$ cat src/rtl/mac_seq.sv
// Sequential fixed-point multiply-accumulate: NIN signed x*w terms per run,
// saturated to DWIDTH bits on completion.
module mac_seq #(
   parameter int unsigned DWIDTH = 32,
   parameter int unsigned FRAC   = 24,
   parameter int unsigned NIN    = 4
) (
   input  logic              clk,
   input  logic              rst_n,
   input  logic              i_start,
   input  logic              i_valid,
   input  logic [DWIDTH-1:0] i_x,
   input  logic [DWIDTH-1:0] i_w,
   output logic              o_ready,
   output logic              o_busy,
   output logic              o_valid,
   output logic [DWIDTH-1:0] o_sum,
   output logic              o_sat
);

   localparam int unsigned AW = 2 * DWIDTH;
   localparam logic [7:0] LastIdx = 8'(NIN - 1);
   localparam logic signed [AW-1:0] MaxVal = {{(DWIDTH + 1){1'b0}}, {(DWIDTH - 1){1'b1}}};
   localparam logic signed [AW-1:0] MinVal = {{(DWIDTH + 1){1'b1}}, {(DWIDTH - 1){1'b0}}};

   typedef enum logic [1:0] {StIdle, StAcc, StDone} state_e;

   state_e                   state_q, state_d;
   logic signed [AW-1:0]     acc_q, acc_d;
   logic [7:0]               cnt_q, cnt_d;
   logic [DWIDTH-1:0]        sum_q, sum_d;
   logic                     sat_q, sat_d;

   logic signed [AW-1:0]     full_prod;
   logic signed [AW-1:0]     prod;
   logic signed [AW-1:0]     acc_sum;
   logic [DWIDTH-1:0]        clip_val;
   logic                     clip_flag;

   assign full_prod = $signed(i_x) * $signed(i_w);
   assign prod      = full_prod >>> FRAC;
   assign acc_sum   = acc_q + prod;

   // Saturation is judged on the sum including the final term, so the result
   // is ready in the same edge that accepts it and appears alongside o_valid.
   always_comb begin
      clip_val  = acc_sum[DWIDTH-1:0];
      clip_flag = 1'b0;
      if (acc_sum > MaxVal) begin
         clip_val  = MaxVal[DWIDTH-1:0];
         clip_flag = 1'b1;
      end else if (acc_sum < MinVal) begin
         clip_val  = MinVal[DWIDTH-1:0];
         clip_flag = 1'b1;
      end
   end

   always_comb begin
      state_d = state_q;
      acc_d   = acc_q;
      cnt_d   = cnt_q;
      sum_d   = sum_q;
      sat_d   = sat_q;
      case (state_q)
         StIdle: begin
            if (i_start) begin
               acc_d   = '0;
               cnt_d   = '0;
               state_d = StAcc;
            end
         end
         StAcc: begin
            if (i_valid) begin
               acc_d = acc_sum;
               cnt_d = cnt_q + 8'd1;
               if (cnt_q == LastIdx) begin
                  sum_d   = clip_val;
                  sat_d   = clip_flag;
                  state_d = StDone;
               end
            end
         end
         StDone:  state_d = StIdle;
         default: state_d = StIdle;
      endcase
   end

   always_ff @(posedge clk) begin
      if (!rst_n) begin
         state_q <= StIdle;
         acc_q   <= '0;
         cnt_q   <= '0;
         sum_q   <= '0;
         sat_q   <= 1'b0;
      end else begin
         state_q <= state_d;
         acc_q   <= acc_d;
         cnt_q   <= cnt_d;
         sum_q   <= sum_d;
         sat_q   <= sat_d;
      end
   end

   assign o_ready = (state_q == StAcc);
   assign o_busy  = (state_q != StIdle);
   assign o_valid = (state_q == StDone);
   assign o_sum   = sum_q;
   assign o_sat   = sat_q;

endmodule

$ cat config.mk
export PLATFORM = sky130hd
export DESIGN_NAME = mac_seq
export DESIGN_NICKNAME = d
export VERILOG_FILES = /design/src/rtl/mac_seq.sv
export SDC_FILE = /design/constraint.sdc
export NUM_CORES = 2
export LEC_CHECK = 0
export ABC_CLOCK_PERIOD_IN_PS = 23400
export BUFFER_PORTS_ARGS = -buffer_cell sky130_fd_sc_hd__buf_4
export CAP_MARGIN = 20
export CORE_ASPECT_RATIO = 0.7
export CORE_MARGIN = 2
export CORE_UTILIZATION = 50
export CTS_CLUSTER_DIAMETER = 40
export DETAILED_ROUTE_END_ITERATION = 16
export GPL_TIMING_DRIVEN = 0
export PLACE_DENSITY = 0.77
export SLEW_MARGIN = 10
export SYNTH_ARGS = -nofsm -noshare
export SYNTH_HDL_FRONTEND = slang
export SYNTH_SLANG_ARGS = --single-unit
$ cat constraint.sdc
create_clock -name clk -period 23.4 [get_ports clk]
set_clock_uncertainty 0.2 [all_clocks]
set_input_delay 4.68 -clock clk [delete_from_list [all_inputs] [get_ports clk]]
set_output_delay 4.68 -clock clk [all_outputs]
set_load 0.01 [all_outputs]
==> metrics.md <==
| Metric | Value |
|---|---|
| Setup_tns | 0 ns |
| NumNets Final | ~6200 |
| Hpwl dp | 125000 um |
| Status | completed |
| Die area | 0.0885 mm^2 |
| Worst-Skew Late Latency | 0.38 ns |
| Nature of the critical path endpoint | flip-flop |
| Worst path slowest cell | clkbuf_1 |
| Final Hold Vio Count | 0 |
| Stages on worst setup path | 42 |
| Worst Path Arrival | about 18 ns |
| Hold WC Path Type | flip-flop to flip-flop |
| Most common cell after layout, fill and taps aside | fa_1 |
| Area of the core | 0.0847 mm^2 |
| Initial Util | around half |
| Port bufs | just over 100 |
| Final Wtd Congestion | 1.02 |
| CP startpoint | i_w[24] |
| Root Driver | clkbuf_16 |
| Die X | 355 um |
| Total track usage | 33.4% |
| DR vias/cell | 5.71 |
| Synth Flop Type | dfxtp_1 |
| Syn-to-layout area delta | 5.87% |
| Worst Hold End | state_q[0] |
| Slew headroom | 18.3% |
| Avg WL per Cell | 24.2 um |
| Setup Buffers After CTS | 0 |
| Slowest stage delay, CP | approximately 0.86 ns |
| Via Count | roughly 34000 |
| Post-Synthesis Cells | 4732 |
| Core Util, Final | 53.8% |
| Post-route minimum period | 18.20 ns |
| Number of global-route vias before repair | 35234 |
| Die Y | 249 um |
| Met1 GRT Util | 45.5% |
| GRT overflow | 0 |
| Post-synth EDFFs | 0 |
| DRC viols | 0 |
| Post-synthesis cell type count | 82 |
| Maximum root-to-sink buffer count | 2 |
| Commonest cells after routing, fill and taps aside | fa_1 (1081), inv_1 (935), nand2_1 (605) |
| Global-route track usage on met3 | around 15% |
| Yosys reg bits | around 110 |
| Filler Cell Count | 7637 |
| Final worst path period share | 77.8% |
| Buf+Inv Stages, Crit Path | 7 |
| First-pass GRT wire length | between 200000 and 250000 um |
| Fin. max-slew vios | 0 |
| Top Ports | about 100 |
| Top delay family on crit path | adder cells |
| Reg clk slew, reported paths | 0.08 ns |
| Post-CTS Resized | 0 |
| CTS H-tree lvls | 3 |
| CTS sink count | 107 |
| Fmax | 0.0550 GHz |
| WL final | 145000 um |
| Hold Path Stages | 1 |
| Initial antenna violation count | 11 |
| Busiest grt layer | met2 |
| Synth warn | 0 |
| TritonRoute pass-1 iters | 8 |
| Mapped Area | 0.0430 mm^2 |
| Row cnt | 89 |
| Most Frequent Cell on Critical Path | fa_1 |
| Post-Syn Nets | approximately 6100 |
| Ys async rst share | 0% |
| Reg2Reg Depth | 16 |
| CP Class | input port to flip-flop |
| CP startpoint kind | input port |
| Layout cells sized above 1 | 3.32% |
| Least-Margin Pin Slew | roughly 1.2 ns |
| CTS tree | yes |
| Worst r2r src | acc_q[0] |
| Endpoints failing setup | 0 |
| Post-synthesis sequential area ratio | 4.98% |
| RSZ-0062 raised after global routing | false |
| # hold bufs at CTS | 0 |
| DRT iter0 DRCs | 3652 |
| Critical path required time | 23.52 ns |
| Capturing point of the worst reg2reg path | o_sum[15] |
| MaxCap Viol Count | 0 |
| Hold Startpoint | state_q[1] |
| Worst-path fanout max | 10 |
| Num CTS Buffers | 9 |
| Met2 usage | 47.0% |
| R2r setup slk | 17.68 ns |
| Largest net degree at the start of global routing | 26 |
| Syn avg cell area | around 9 um^2 |
| ANT nets after route | 0 |
==> synth_stat cells (4+ instances only) <==
master / n / area, um^2
a211o_1: 6 / 52.6
a211oi_1: 17 / 128
a21boi_0: 4 / 30.0
a21boi_1: 7 / 52.6
a21o_1: 37 / 278
a21oi_1: 150 / 751
a21oi_2: 4 / 35.0
a22oi_1: 38 / 285
a31oi_1: 12 / 75.1
and2_1: 500 / 3130
and3_1: 15 / 93.8
and4_1: 5 / 43.8
buf_2: 16 / 80.1
clkbuf_1: 238 / 893
dfxtp_1: 107 / 2140
fa_1: 1082 / 21700
ha_1: 247 / 3090
inv_1: 935 / 3510
mux2i_1: 5 / 50.1
nand2_1: 605 / 2270
nand2b_1: 15 / 93.8
nand3_1: 25 / 125
nand4_1: 34 / 213
nor2_1: 213 / 800
nor2b_1: 12 / 75.1
nor3_1: 29 / 145
nor4_1: 6 / 37.5
o2111ai_1: 4 / 35.0
o211ai_1: 16 / 120
o21a_1: 25 / 188
o21ai_0: 72 / 360
o21ai_1: 15 / 75.1
o21bai_1: 18 / 135
o221a_1: 31 / 349
or2_2: 4 / 25.0
or3_1: 10 / 62.6
or4_1: 5 / 37.5
xnor2_1: 65 / 569
xor2_1: 38 / 333
==> area by class of cell <==
class | instances | area, um^2 | area share, %
Antenna cell | 10 | 25.0 | 0.0549
Buffer | 257 | 992 | 2.18
Clock buffer | 10 | 229 | 0.502
Clock inverter | 6 | 81.3 | 0.178
Inverter | 936 | 3510 | 7.71
Multi-Input combinational cell | 3432 | 36400 | 79.9
Sequential cell | 107 | 2140 | 4.70
Tap cell | 1137 | 1420 | 3.12
Timing Repair Buffer | 102 | 766 | 1.68
==> sequential cells by signal (all words and copies together), names as in the netlist <==
| signal | flops |
|---|---|
| acc_q | 64 |
| o_sum | 32 |
| cnt_q | 8 |
| state_q | 2 |
| o_sat | 1 |
==> through the flow <==
| stage | area (um^2) | setup WS (ns) | hold WS (ns) | instances |
|---|---|---|---|---|
| after floorplan | 43000 | 7.73 | 0.236 | 4732 |
| after global routing | 45500 | 4.57 | 0.299 | 5989 |
| final | 45600 | 5.20 | 0.277 | 5997 |
| after CTS | 45500 | 5.41 | 0.271 | 5987 |
| after global placement | 45200 | 4.58 | 0.254 | 5971 |
| after detailed placement | 45200 | 5.14 | 0.264 | 5971 |
==> metal layers <==
metal | vias up | wire (um)
li1 | 14523 | -
met3 | 382 | 22200
met1 | 17223 | 56900
met2 | 2079 | 59600
met4 | 10 | 6220
met5 | - | 96
==> worst max-delay path by stage <==
stage / end / slack, ns
final: o_sum[15] / 5.20
after floorplan: o_sum[0] / 7.73
after detailed placement: o_sum[15] / 5.14
after CTS: o_sum[15] / 5.41
after global placement: o_sum[15] / 4.58
after global routing: o_sum[15] / 4.57
==> cell families after synthesis <==
family	share of synthesized area, %
compound gates	7.86
xor+xnor	2.10
mux	0.169
buf+inv	10.5
fa+ha+maj	57.5
simple gates	16.9
flops	4.98
==> worst register-to-register path, cell delays in order (launching register included) <==
cell,delay (ns)
dfxtp_1,0.34
ha_1,0.20
inv_1,0.08
fa_1,0.44
nor2b_1,0.18
o31a_1,0.30
o2111ai_1,0.31
a31oi_1,0.62
nor2_1,0.26
o31ai_2,0.33
xor2_1,0.38
nand4_1,0.13
or4_1,0.56
or4_4,0.57
buf_2,0.22
a21oi_1,0.31
o221a_1,0.23
Power is left out: the tool's default activity adds up to more than one toggle a clock period on the data nets, which glitch-free logic cannot reach.
